File: src/rtl/serial_addsub.sv
`default_nettype none
// ============================================================================
//  Module      : serial_addsub
//  Description : Bit-serial adder/subtractor. One full-adder slice plus a
//                carry flip-flop processes WIDTH-bit operands LSB-first, one
//                bit per clock, with a start/busy/done handshake and
//                registered carry, signed-overflow and zero flags.
//  Revision    : 1.0 - initial release
// ============================================================================
module serial_addsub #(
    parameter int WIDTH = 8
) (
    input  logic             CLK,
    input  logic             RST,
    input  logic             START,
    input  logic             SUB,
    input  logic [WIDTH-1:0] A,
    input  logic [WIDTH-1:0] B,
    output logic             BUSY,
    output logic             DONE,
    output logic [WIDTH-1:0] SUM,
    output logic             CARRY,
    output logic             OVERFLOW,
    output logic             ZERO
);

    // Counter only has to reach WIDTH-1, so clog2(WIDTH) bits suffice
    localparam int              CNT_W    = (WIDTH > 2) ? $clog2(WIDTH) : 1;
    localparam logic [CNT_W-1:0] CNT_LAST = CNT_W'(WIDTH - 1);

    typedef enum logic [0:0] {
        ST_IDLE  = 1'b0,
        ST_SHIFT = 1'b1
    } state_t;

    state_t             state_q,   state_d;
    logic [WIDTH-1:0]   a_sr_q,    a_sr_d;
    logic [WIDTH-1:0]   b_sr_q,    b_sr_d;
    logic [WIDTH-1:0]   res_sr_q,  res_sr_d;
    logic [CNT_W-1:0]   cnt_q,     cnt_d;
    logic               c_q,       c_d;
    logic               a_msb_q,   a_msb_d;
    logic               b_msb_q,   b_msb_d;
    logic               busy_q,    busy_d;
    logic               done_q,    done_d;
    logic [WIDTH-1:0]   sum_q,     sum_d;
    logic               carry_q,   carry_d;
    logic               ovf_q,     ovf_d;
    logic               zero_q,    zero_d;

    // Full-adder bit-slice terms for the current LSB pair
    logic               bit_s;
    logic               bit_c;
    logic [WIDTH-1:0]   res_next;

    // Bit-slice arithmetic and the next-state / registered-output logic
    always_comb begin
        bit_s    = a_sr_q[0] ^ b_sr_q[0] ^ c_q;
        bit_c    = (a_sr_q[0] & b_sr_q[0]) | (c_q & (a_sr_q[0] ^ b_sr_q[0]));
        res_next = {bit_s, res_sr_q[WIDTH-1:1]};

        state_d  = state_q;
        a_sr_d   = a_sr_q;
        b_sr_d   = b_sr_q;
        res_sr_d = res_sr_q;
        cnt_d    = cnt_q;
        c_d      = c_q;
        a_msb_d  = a_msb_q;
        b_msb_d  = b_msb_q;
        busy_d   = busy_q;
        done_d   = 1'b0;          // DONE is a single-cycle pulse
        sum_d    = sum_q;
        carry_d  = carry_q;
        ovf_d    = ovf_q;
        zero_d   = zero_q;

        case (state_q)
            ST_IDLE: begin
                busy_d = 1'b0;
                if (START) begin
                    // Subtraction is A + ~B + 1: invert B and seed carry with 1
                    a_sr_d  = A;
                    b_sr_d  = SUB ? ~B : B;
                    c_d     = SUB;
                    cnt_d   = '0;
                    a_msb_d = A[WIDTH-1];
                    b_msb_d = B[WIDTH-1] ^ SUB;
                    busy_d  = 1'b1;
                    state_d = ST_SHIFT;
                end
            end
            ST_SHIFT: begin
                c_d      = bit_c;
                a_sr_d   = {1'b0, a_sr_q[WIDTH-1:1]};
                b_sr_d   = {1'b0, b_sr_q[WIDTH-1:1]};
                res_sr_d = res_next;
                cnt_d    = cnt_q + 1'b1;
                if (cnt_q == CNT_LAST) begin
                    // Last slice: publish result and flags in one shot
                    sum_d   = res_next;
                    carry_d = bit_c;
                    ovf_d   = (a_msb_q == b_msb_q) && (bit_s != a_msb_q);
                    zero_d  = (res_next == '0);
                    done_d  = 1'b1;
                    busy_d  = 1'b0;
                    state_d = ST_IDLE;
                end
            end
            default: begin
                busy_d  = 1'b0;
                state_d = ST_IDLE;
            end
        endcase
    end

    // State and output registers; reset wins over any in-flight operation
    always_ff @(posedge CLK) begin
        if (RST) begin
            state_q  <= ST_IDLE;
            a_sr_q   <= '0;
            b_sr_q   <= '0;
            res_sr_q <= '0;
            cnt_q    <= '0;
            c_q      <= 1'b0;
            a_msb_q  <= 1'b0;
            b_msb_q  <= 1'b0;
            busy_q   <= 1'b0;
            done_q   <= 1'b0;
            sum_q    <= '0;
            carry_q  <= 1'b0;
            ovf_q    <= 1'b0;
            zero_q   <= 1'b0;
        end else begin
            state_q  <= state_d;
            a_sr_q   <= a_sr_d;
            b_sr_q   <= b_sr_d;
            res_sr_q <= res_sr_d;
            cnt_q    <= cnt_d;
            c_q      <= c_d;
            a_msb_q  <= a_msb_d;
            b_msb_q  <= b_msb_d;
            busy_q   <= busy_d;
            done_q   <= done_d;
            sum_q    <= sum_d;
            carry_q  <= carry_d;
            ovf_q    <= ovf_d;
            zero_q   <= zero_d;
        end
    end

    assign BUSY     = busy_q;
    assign DONE     = done_q;
    assign SUM      = sum_q;
    assign CARRY    = carry_q;
    assign OVERFLOW = ovf_q;
    assign ZERO     = zero_q;

endmodule
`default_nettype wire

File: config.mk
export PLATFORM = sky130hd
export DESIGN_NAME = serial_addsub
export DESIGN_NICKNAME = d
export VERILOG_FILES = /design/src/rtl/serial_addsub.sv
export SDC_FILE = /design/constraint.sdc
export NUM_CORES = 1
export LEC_CHECK = 0
export ABC_CLOCK_PERIOD_IN_PS = 1700
export BUFFER_PORTS_ARGS = -buffer_cell sky130_fd_sc_hd__clkbuf_2
export CAP_MARGIN = 20
export CORE_MARGIN = 2
export CORE_UTILIZATION = 57
export CTS_BUF_LIST = sky130_fd_sc_hd__clkbuf_8
export CTS_CLUSTER_DIAMETER = 30
export DETAILED_ROUTE_END_ITERATION = 10
export PLACE_DENSITY = 0.83
export RECOVER_POWER = 100
export SLEW_MARGIN = 30
export SYNTH_ARGS = -nofsm -noshare
export SYNTH_HDL_FRONTEND = slang
export SYNTH_SLANG_ARGS = --single-unit
File: constraint.sdc
create_clock -name CLK -period 1.7 [get_ports CLK]
set_input_delay 0.34 -clock CLK [delete_from_list [all_inputs] [get_ports CLK]]
set_output_delay 0.34 -clock CLK [all_outputs]
set_load 0.05 [all_outputs]
==> metrics.yaml <==
critical_path:
  path_max_fanout: 2
  cp_slowest_stage_delay_ps: 540
  worstSetupPathType: "flip-flop to flip-flop"
  cp.required_ps: 1900
  cp-end-kind: "flip-flop"
  crit_chain: "fa_1, or3b_1, a311oi_1"
  worstRegToRegCells: 3
  cp_data_arrival_time_ps: 1750
  cp-start-kind: "flip-flop"
  crit_slowest_cell: "fa_1"
grt:
  grt.overflow.total: 0
  grt_pass1_vias: 1200
  grt_antenna_before_repair: 0
  grt_pass1_wl_um: 5180
  grtUsageTotal_pct: 19.1
  grt_start_max_net_pins: 37
sta:
  rsz0062_at_grt: "false"
  fin_crit_sh_pct: 91.2
  holdWs_ps: 339
  maxSlewViolCount: 0
  period_needed_ps: 1550
  fmax_mhz: 645
  hold_violations: 0
  relSlewSlack_pct: 59.9
  setup_viol: 0
  tns_ps: 0
  tightest_slew_ps: 603
  fin_ws_ps: 149
  skew_ps: 2.74
synthesis:
  mappedNetlistNets: 219
  syn_area_per_cell_um2: 9.31
  ys_types: 27
  ys_seq_elements: 43
  synth-edff-count: 0
  synthCells: 196
  ys.flop_type: "dfxtp_1"
  yosysSeqAreaShare_pct: 47.2
  syn_area_um2: 1830
  async_flop_share_pct: 0
  yosys_warnings: 0
route:
  post_drt_wl_per_cell_um: 11.3
  first_pass_iters: 4
  vias: 1407
  drc: 0
  drt_iter0_markers: 60
  finalWirelength_um: 3080
  vias_per_cell: 5.17
  antenna_left: 0
layout:
  nNetsFinal: 250
  regArea_um2: 861
  drive_gt1_share_pct: 18.0
  design_area_um2: 2100
  multiInputGateArea_um2: 873
  fillers: 273
  area_delta_synth_final_pct: 14.8
  antennaDiodeCount: 0
cts:
  cts_tree: "done"
  clkTransAtPathRegs_ps: 70
  cts_buffers: 5
  htree_levels: 2
  insertion_delay_ps: 290
  cts_hold_buf: 0
  numClockSinks: 43
  cts_setup_buffers: 0
  max-clock-path-buffers: 2
  cts_root_buffer: "clkbuf_8"
  cts-resized-gates: 0
floorplanning:
  ioPinCount: 33
  fp.dieW_um: 60.6
  rows: 20
  die-area_um2: 3670
  dieHeight_um: 60.6
  start_util_pct: 59.8
  core_area_um2: 3050
pwr:
  max-vdd-ir-drop_v: 0.000785
  p_seq_share_pct: 54.1
  p_per_area_nw_per_um2: 948
  p_leak_uw: 0.000846
  comb_power_share_pct: 11.7
  p_sw_share_pct: 23.1
  p_total_uw: 1990
  clkPwrFrac_pct: 34.3
  power.internal_uw: 1530
  power_switching_uw: 460
placed_design:
  pre_cts_ws_ps: 173
  routabilityCongestion: 0.708
  place.port_buffers: 32
  postPlaceCellArea_um2: 2020
  dpl.hpwl_um: 2120
flow_run:
  drv_cap: 0
min_path:
  holdCritPathClass: "primary input to flip-flop"
  hold_depth: 3
run_status:
  status: "finished, final reports clean"
-- power by group through the flow --
stage                     Clock [uW]  Sequential, uW  Combinational (uW)
after CTS                        703            1070                 238
after floorplan                    0            1100                 181
after global placement             0            1100                 232
final                            681            1070                 232
after global routing             749            1080                 259
after detailed placement           0            1100                 237
-- final cells by class --
cell class / count / area share [%]
Clock inverter: 1 / 0.179
Inverter: 1 / 0.179
Multi-Input combinational cell: 137 / 41.7
Timing Repair Buffer: 39 / 9.67
Tap cell: 44 / 2.63
Clock buffer: 7 / 4.60
Sequential cell: 43 / 41.1
-- critical path, delay by kind of cell, from the launching register on --
family,cells,cell delay (ps)
and+or+nand+nor,1,340
DFF,1,330
adders and majority gates,1,540
AOI/OAI and AO/OA,1,260
-- path summary, 6_finish.rpt --
| check | endpoint | slack (ps) | startpoint |
|---|---|---|---|
| hold / removal | a_msb_q$_SDFFE_PP0P_ | 340 | A[7] |
| hold reg to reg | CARRY$_SDFFE_PP0P_ | 450 | CARRY$_SDFFE_PP0P_ |
| setup / recovery | OVERFLOW$_SDFFE_PP0P_ | 150 | a_sr_q[0]$_SDFFE_PP0P_ |
| setup reg to reg | OVERFLOW$_SDFFE_PP0P_ | 150 | a_sr_q[0]$_SDFFE_PP0P_ |
-- synthesized netlist by cell type (2+ instances only) --
cell | n | area [um2]
dfxtp_1 | 43 | 861
nor2_1 | 32 | 120
nand2_1 | 27 | 101
a21oi_1 | 19 | 95.1
mux2i_1 | 18 | 180
mux2_2 | 8 | 90.1
xnor2_1 | 8 | 70.1
a211o_1 | 7 | 61.3
clkbuf_1 | 6 | 22.5
buf_2 | 4 | 20.0
buf_4 | 3 | 22.5
buf_6 | 2 | 22.5
ha_1 | 2 | 25.0
nor3_1 | 2 | 10.0
nor3b_1 | 2 | 15.0
nor4_1 | 2 | 12.5
-- registers in the layout (all words and copies together) (netlist names), 3 cells and up --
register,flops
b_sr_q,8
SUM,8
a_sr_q,8
res_sr_q,7
cnt_q,3
-- routing by layer --
| metal | track usage (%) | share of wire (%) |
|---|---|---|
| met5 | 0 | 0 |
| met4 | 7.45 | 1.3 |
| met3 | 6.61 | 4.2 |
| met2 | 30.1 | 46 |
| met1 | 24.1 | 49 |
-- cells by family after synthesis --
| group | Yosys count | share of synthesized area [%] |
|---|---|---|
| XOR/XNOR | 8 | 3.84 |
| adder cells (fa/ha/maj) | 3 | 2.47 |
| flip-flops | 43 | 47.2 |
| AO/OA/AOI/OAI | 30 | 10.6 |
| buffers and inverters | 16 | 5.00 |
| multiplexers | 26 | 14.8 |
| AND/OR/NAND/NOR | 70 | 16.1 |
-- placed cells by master (no fill, tap or decap), types with 2 or more instances in the layout --
| master | instances |
|---|---|
| dfxtp_1 | 43 |
| nor2_1 | 32 |
| nand2_1 | 27 |
| clkbuf_2 | 20 |
| a21oi_1 | 19 |
| mux2i_1 | 18 |
| clkbuf_1 | 14 |
| xnor2_1 | 8 |
| mux2_2 | 8 |
| a211o_1 | 7 |
| clkbuf_8 | 7 |
| buf_4 | 4 |
| nor3_1 | 2 |
| nor3b_1 | 2 |
| inv_1 | 2 |
| nor4_1 | 2 |
| ha_1 | 2 |
-- metrics by stage --
stage          utilization [%]  std cells
6_report                  68.6        272
5_1_grt                   68.6        272
4_1_cts                   69.4        272
3_5_place_dp              66.1        264
3_3_place_gp              66.1        264
2_1_floorplan                -        196
Note: power is estimated with default switching activity, not from simulation.
